--- src/rtl/clap_seq_pkg.sv ---
// Shared types and default windows for the clap sequencer.
// The optional drop counter is enabled by the CLAP_SEQ_DROP_CNT_EN macro.
package clap_seq_pkg;

    typedef enum logic [1:0] {
        IDLE    = 2'd0,
        REFRACT = 2'd1,
        GAP     = 2'd2,
        EMIT    = 2'd3
    } state_t;

    localparam int DEF_SUC_CLAPS_WIDTH = 16;
    localparam int DEF_REFRACT_CYCLES  = 2_500_000;
    localparam int DEF_GAP_CYCLES      = 25_000_000;
    localparam int DEF_TIMER_WIDTH     = 25;
    localparam int DEF_MAX_CLAPS       = 15;
    localparam int DROP_CNT_WIDTH      = 8;

endpackage

--- src/rtl/cycle_timer.sv ---
// Up-counter with synchronous clear/enable; flags when the count reaches the terminal value.
module cycle_timer #(
    parameter int TIMER_WIDTH = 25
) (
    input  logic                   clock,
    input  logic                   nreset,
    input  logic                   i_clear,
    input  logic                   i_enable,
    input  logic [TIMER_WIDTH-1:0] i_terminal,
    output logic                   o_done
);

    logic [TIMER_WIDTH-1:0] r_count;

    always_ff @(posedge clock) begin
        if (!nreset) begin
            r_count <= '0;
        end else if (i_clear) begin
            r_count <= '0;
        end else if (i_enable) begin
            r_count <= r_count + 1'b1;
        end
    end

    assign o_done = i_enable && (r_count == i_terminal);

endmodule

--- src/rtl/clap_sequencer.sv ---
// Groups clap edges into bursts and emits the saturated burst count on a valid/ready stream.
// Optional drop counter for ignored edges is enabled by defining CLAP_SEQ_DROP_CNT_EN.
module clap_sequencer
    import clap_seq_pkg::*;
#(
    parameter int SUC_CLAPS_WIDTH = DEF_SUC_CLAPS_WIDTH,
    parameter int REFRACT_CYCLES  = DEF_REFRACT_CYCLES,
    parameter int GAP_CYCLES      = DEF_GAP_CYCLES,
    parameter int TIMER_WIDTH     = DEF_TIMER_WIDTH,
    parameter int MAX_CLAPS       = DEF_MAX_CLAPS
) (
    input  logic                       clock,
    input  logic                       nreset,
    input  logic                       clap_in,
    output logic [SUC_CLAPS_WIDTH-1:0] suc_claps_data,
    output logic                       suc_claps_valid,
    input  logic                       suc_claps_ready,
    output logic                       busy
`ifdef CLAP_SEQ_DROP_CNT_EN
    ,
    output logic [DROP_CNT_WIDTH-1:0]  drop_count
`endif
);

    // States: IDLE wait for first clap | REFRACT ignore bounce | GAP wait for next clap | EMIT hold count until taken
    localparam logic [TIMER_WIDTH-1:0]     REFRACT_TC = TIMER_WIDTH'(REFRACT_CYCLES - 1);
    localparam logic [TIMER_WIDTH-1:0]     GAP_TC     = TIMER_WIDTH'(GAP_CYCLES - 1);
    localparam logic [SUC_CLAPS_WIDTH-1:0] MAX_CNT    = SUC_CLAPS_WIDTH'(MAX_CLAPS);

    state_t                     r_state;
    logic                       r_clap_q;
    logic [SUC_CLAPS_WIDTH-1:0] r_count;
    logic [SUC_CLAPS_WIDTH-1:0] r_data;
    logic                       r_valid;
    logic                       r_busy;

    logic                       w_edge;
    logic                       w_timer_en;
    logic                       w_timer_clr;
    logic                       w_timer_done;
    logic [TIMER_WIDTH-1:0]     w_terminal;
    logic [SUC_CLAPS_WIDTH-1:0] w_count_inc;

    assign w_edge      = clap_in & ~r_clap_q;
    assign w_timer_en  = (r_state == REFRACT) || (r_state == GAP);
    assign w_terminal  = (r_state == REFRACT) ? REFRACT_TC : GAP_TC;
    // Restart the window on every state change and on a counted clap in GAP.
    assign w_timer_clr = !w_timer_en || w_timer_done || ((r_state == GAP) && w_edge);
    assign w_count_inc = (r_count >= MAX_CNT) ? MAX_CNT : r_count + 1'b1;

    cycle_timer #(
        .TIMER_WIDTH (TIMER_WIDTH)
    ) u_timer (
        .clock      (clock),
        .nreset     (nreset),
        .i_clear    (w_timer_clr),
        .i_enable   (w_timer_en),
        .i_terminal (w_terminal),
        .o_done     (w_timer_done)
    );

    always_ff @(posedge clock) begin
        if (!nreset) begin
            r_state  <= IDLE;
            r_clap_q <= 1'b0;
            r_count  <= '0;
            r_data   <= '0;
            r_valid  <= 1'b0;
            r_busy   <= 1'b0;
        end else begin
            r_clap_q <= clap_in;
            case (r_state)
                IDLE: begin
                    if (w_edge) begin
                        r_count <= SUC_CLAPS_WIDTH'(1);
                        r_state <= REFRACT;
                        r_busy  <= 1'b1;
                    end
                end
                REFRACT: begin
                    if (w_timer_done) begin
                        r_state <= GAP;
                    end
                end
                GAP: begin
                    if (w_edge) begin
                        r_count <= w_count_inc;
                        r_state <= REFRACT;
                    end else if (w_timer_done) begin
                        r_state <= EMIT;
                        r_valid <= 1'b1;
                        r_data  <= r_count;
                    end
                end
                EMIT: begin
                    if (suc_claps_ready) begin
                        r_state <= IDLE;
                        r_valid <= 1'b0;
                        r_count <= '0;
                        r_busy  <= 1'b0;
                    end
                end
                default: begin
                    r_state <= IDLE;
                end
            endcase
        end
    end

`ifdef CLAP_SEQ_DROP_CNT_EN
    logic [DROP_CNT_WIDTH-1:0] r_drop_cnt;
    logic                      w_drop;

    assign w_drop = w_edge && ((r_state == REFRACT) || (r_state == EMIT));

    always_ff @(posedge clock) begin
        if (!nreset) begin
            r_drop_cnt <= '0;
        end else if (w_drop && (r_drop_cnt != '1)) begin
            r_drop_cnt <= r_drop_cnt + 1'b1;
        end
    end

    assign drop_count = r_drop_cnt;
`endif

    assign suc_claps_data  = r_data;
    assign suc_claps_valid = r_valid;
    assign busy            = r_busy;

endmodule

--- config.mk ---
export PLATFORM = sky130hd
export DESIGN_NAME = clap_sequencer
export DESIGN_NICKNAME = d
export VERILOG_FILES = /design/src/rtl/clap_seq_pkg.sv /design/src/rtl/cycle_timer.sv /design/src/rtl/clap_sequencer.sv
export SDC_FILE = /design/constraint.sdc
export NUM_CORES = 1
export LEC_CHECK = 0
export ABC_AREA = 1
export CAP_MARGIN = 5
export CORE_MARGIN = 8
export CORE_UTILIZATION = 45
export CTS_CLUSTER_DIAMETER = 200
export DETAILED_ROUTE_END_ITERATION = 8
export PLACE_DENSITY = 0.62
export REMOVE_ABC_BUFFERS = 1
export SYNTH_ARGS = -nofsm -noshare
export SYNTH_HDL_FRONTEND = slang
export SYNTH_SLANG_ARGS = --single-unit
--- constraint.sdc ---
create_clock -name clock -period 3 [get_ports clock]
set_clock_uncertainty 0.15 [all_clocks]
set_input_delay 0.3 -clock clock [delete_from_list [all_inputs] [get_ports clock]]
set_output_delay 0.3 -clock clock [all_outputs]
set_load 0.03 [all_outputs]
==> Flow_metrics.wiki <==
{| class="wikitable"
! Metric !! Value
|-
| Lkg Pwr || around 0.0013 uW
|-
| Number of warnings printed during yosys synthesis || 0
|-
| Routability cong. || just over 0.8
|-
| Synthesis-to-finish area growth || 17.5%
|-
| Endpoint kind of the worst setup timing path || flop
|-
| CP Data Required Time || between 3 and 4 ns
|-
| Cell Pwr Density || approximately 600 nW/um^2
|-
| Hold Vio Cnt, Final || 0
|-
| Clk_lat worst skew || 0.33 ns
|-
| Worst Setup SP || r_state[0]
|-
| Flip-flop and latch count after synthesis || 62
|-
| Fraction of power consumed by the clock network || about 37%
|-
| Die boundary height || about 96 um
|-
| Flip-flop cell with the highest count after synthesis || sky130_fd_sc_hd__dfxtp_1
|-
| Slowest-stage cell, CP || sky130_fd_sc_hd__dfxtp_1
|-
| Most frequently used cell type in the post-synthesis netlist || sky130_fd_sc_hd__nor2_1
|-
| Synth async-reset ratio || 0%
|-
| Proportion of netlist area held by the largest area contributor || between 40 and 50%
|-
| Number of remaining DRC errors || 0
|-
| Die width || around 96 um
|-
| Largest family of logic cells by synthesized area || simple AND/OR/NAND/NOR gates
|-
| Max-slew violation count || 0
|-
| Clock Sinks || 62
|-
| Maximum clock insertion buffer count || 2
|-
| H-tree levels || 3
|-
| Minimum period implied by the final worst setup slack || ~2.3 ns
|-
| Routed via count || 2492
|-
| Post-synthesis share of cell area spent on xor and xnor gates || between 3 and 4%
|-
| Worst reg-to-reg path cell count || 10
|-
| CTS clock-pin slew for the worst setup and hold paths || ~0.070 ns
|-
| Ordered list of cells on the worst path || inv_1 > ha_1 > nand2_1 > nor2_2 > nand4_2 > nor2_2 > nand2_2 > nor2_2 > xor2_1 > nor2_1
|-
| Post-synthesis compound-gate area fraction || about 7.7%
|-
| Count of nets left with antenna violations after detail routing || 0
|-
| Average size of a mapped cell || about 7.1 sq um
|-
| Worst VDD drop || approximately 0.5 mV
|-
| Vias per std cell || 4.86
|-
| Transition time of the tightest slew-check pin || around 0.50 ns
|-
| Setup Fix Bufs, Post-CTS || 0
|-
| TritonCTS clock tree || built
|-
| Most frequent cell on the critical path || sky130_fd_sc_hd__nor2_2
|-
| Worst relative slew slack || between 60% and 70%
|-
| Final setup fails || 0
|-
| Antenna Cells || 0
|-
| CP startpoint kind || flop
|-
| Net switching power of the design || about 630 uW
|-
| Sequential share of power || between 40 and 50%
|-
| Delay of the slowest critical-path stage || 0.43 ns
|-
| HP Class || flop to flop
|-
| CTS-repair resized insts || 0
|-
| Ratio of final minimum period to clock period || around three quarters
|-
| Wire length of the first global-routing pass || around 11 mm
|-
| Floorplan die area || 9160 sq um
|-
| Number of iterations in the first detailed-routing pass || 4
|-
| Total standard cell area after synthesis || between 2000 and 3000 sq um
|-
| Count of distinct cell types in the synthesized netlist || 29
|-
| Largest area contributor in the netlist || sky130_fd_sc_hd__dfxtp_1
|-
| Leading post-synthesis cells by instance count || 81 x sky130_fd_sc_hd__nor2_1, 77 x sky130_fd_sc_hd__nand2_1, 62 x sky130_fd_sc_hd__dfxtp_1
|-
| HPWL Detailed || about 4.4 mm
|-
| Via count of the first global-routing pass || 2435
|-
| Setup_tns || 0 ns
|-
| Number of buffers created by CTS || 9
|-
| EDFF count, synth || 0
|-
| Quantity of hold-fixing buffers added after cts || 0
|-
| Unrepaired setup endpoints after global routing || false
|-
| Max-cap check violation count || 0
|-
| Routed Wire Length || between 6 and 7 mm
|-
| FP Rows || 29
|-
| Core region area || roughly 6200 sq um
|-
| Initial Utilization || 45.8%
|-
| Fraction of final layout cells sized beyond drive strength 1 || under 10%
|-
| Simple-gate area share of the yosys netlist || 33.2%
|-
| Cell Int Power || 1390 uW
|-
| Multiplexer area fraction after synthesis || 0%
|-
| Category of the most critical setup path || flop to flop
|-
| FMAX || about 430 MHz
|-
| Mapped Cells || 402
|-
| Top area cells in the synthesized netlist || sky130_fd_sc_hd__dfxtp_1 43%, sky130_fd_sc_hd__nor2_1 11%, sky130_fd_sc_hd__nand2_1 10%
|-
| Reg2Reg Setup Slack || between 0.6 and 0.7 ns
|-
| Total global routing overflow || 0
|-
| Final Core Density || a little over half
|-
| Worst setup slack before clock tree synthesis || between 0.6 and 0.7 ns
|-
| Run status || completed
|-
| Combined global-route utilization of all metal layers || between 10% and 20%
|-
| Adder-cell share of the synthesized area || between 3 and 4%
|-
| RR Startpoint || r_state[0]
|-
| Nets@finish || around 440
|-
| R2r endpoint || u_timer.r_count[17]
|-
| Antenna violations before repair || 0
|-
| Pin count of the biggest net entering global routing || 17
|-
| Number of top-level design ports || 22
|-
| Switching portion of total power || 31.1%
|-
| Avg WL per Cell || between 10 and 15 um
|-
| Proportion of power drawn by combinational gates || between 10% and 20%
|-
| Port buffer count || 21
|-
| Worst-case setup margin in the final layout || between 0.6 and 0.7 ns
|-
| Share of the yosys chip area belonging to registers || 43.4%
|-
| Max FO, Critical Path || 7
|-
| Setup crit end || u_timer.r_count[17]
|-
| First-iteration detailed-routing DRC count || 110
|-
| Root buffer cell || sky130_fd_sc_hd__clkbuf_8
|-
| Data arrival time of the critical path || 2.38 ns
|}
[worst max-delay path: cells and delay by family, from the launching register on]
| kind | cells | cell delay [ns] |
|---|---|---|
| buffers and inverters | 1 | 0.11 |
| XOR/XNOR | 1 | 0.15 |
| adder cells (fa/ha/maj) | 1 | 0.42 |
| flip-flops | 1 | 0.43 |
| AND/OR/NAND/NOR | 7 | 0.94 |
[logic make-up after synthesis]
| family | count (synthesis) |
|---|---|
| DFF | 62 |
| adders and majority gates | 8 |
| AOI/OAI and AO/OA | 41 |
| buffers and inverters | 61 |
| and+or+nand+nor | 218 |
| xor gates and xnor gates | 12 |
[layer usage]
metal  global-route usage [%]  wire, um
met2                     23.5      2690
met4                     3.97        50
met3                     5.85       341
met1                     17.7      3040
met5                        0         0
[cell usage in the layout (no fill, tap or decap), drive strengths merged, types with 3 or more instances in the layout]
cell type / n
a21oi: 17
buf: 5
clkbuf: 11
clkdlybuf4s50: 21
dfxtp: 62
ha: 8
inv: 53
nand2: 79
nand3: 13
nand4: 10
nor2: 88
nor3: 22
o21ai: 19
or2: 3
xnor2: 4
xor2: 8
[flip-flops by register name (all words and copies together) (netlist names)]
register         count
u_timer.r_count     25
suc_claps_valid      1
r_count             16
busy                 1
suc_claps_data      16
r_state              2
r_clap_q             1
[area by class of cell]
cell class / count / area [sq um]
clock buffer: 11 / 141
clock inverter: 5 / 58.8
fill: 639 / 2880
inverter: 53 / 199
multi-input combinational: 279 / 1370
sequential: 62 / 1240
tap: 77 / 96.3
timing repair buffer: 26 / 248
[power by group through the flow]
| stage | sequential, uW | clock (uW) | combinational (uW) |
|---|---|---|---|
| finish | 892 | 739 | 391 |
| global route | 898 | 795 | 450 |
| CTS | 891 | 765 | 393 |
| detailed placement | 911 | 0 | 390 |
| global placement | 910 | 0 | 388 |
| floorplan | 921 | 0 | 244 |
[worst min path at each step]
stage / slack [ns] / end / cells past startpoint / from
3_3_place_gp: 0.30 / r_count[15] / 2 / r_count[15]
2_1_floorplan: 0.24 / r_clap_q / 2 / clap_in
5_1_grt: 0.33 / u_timer.r_count[0] / 1 / u_timer.r_count[0]
4_1_cts: 0.31 / r_count[15] / 2 / r_count[15]
3_5_place_dp: 0.30 / r_count[15] / 2 / r_count[15]
6_report: 0.32 / r_count[15] / 2 / r_count[15]
[metrics by stage]
step	area (sq um)	hold WS (ns)	std cells	total power, uW
after floorplan	2810	0.243	394	1160
final	3360	0.316	513	2020
after detailed placement	3160	0.304	497	1300
after global placement	3160	0.300	497	1300
after CTS	3360	0.314	513	2050
after global routing	3360	0.333	513	2140
(Power assumes the default switching activity.)
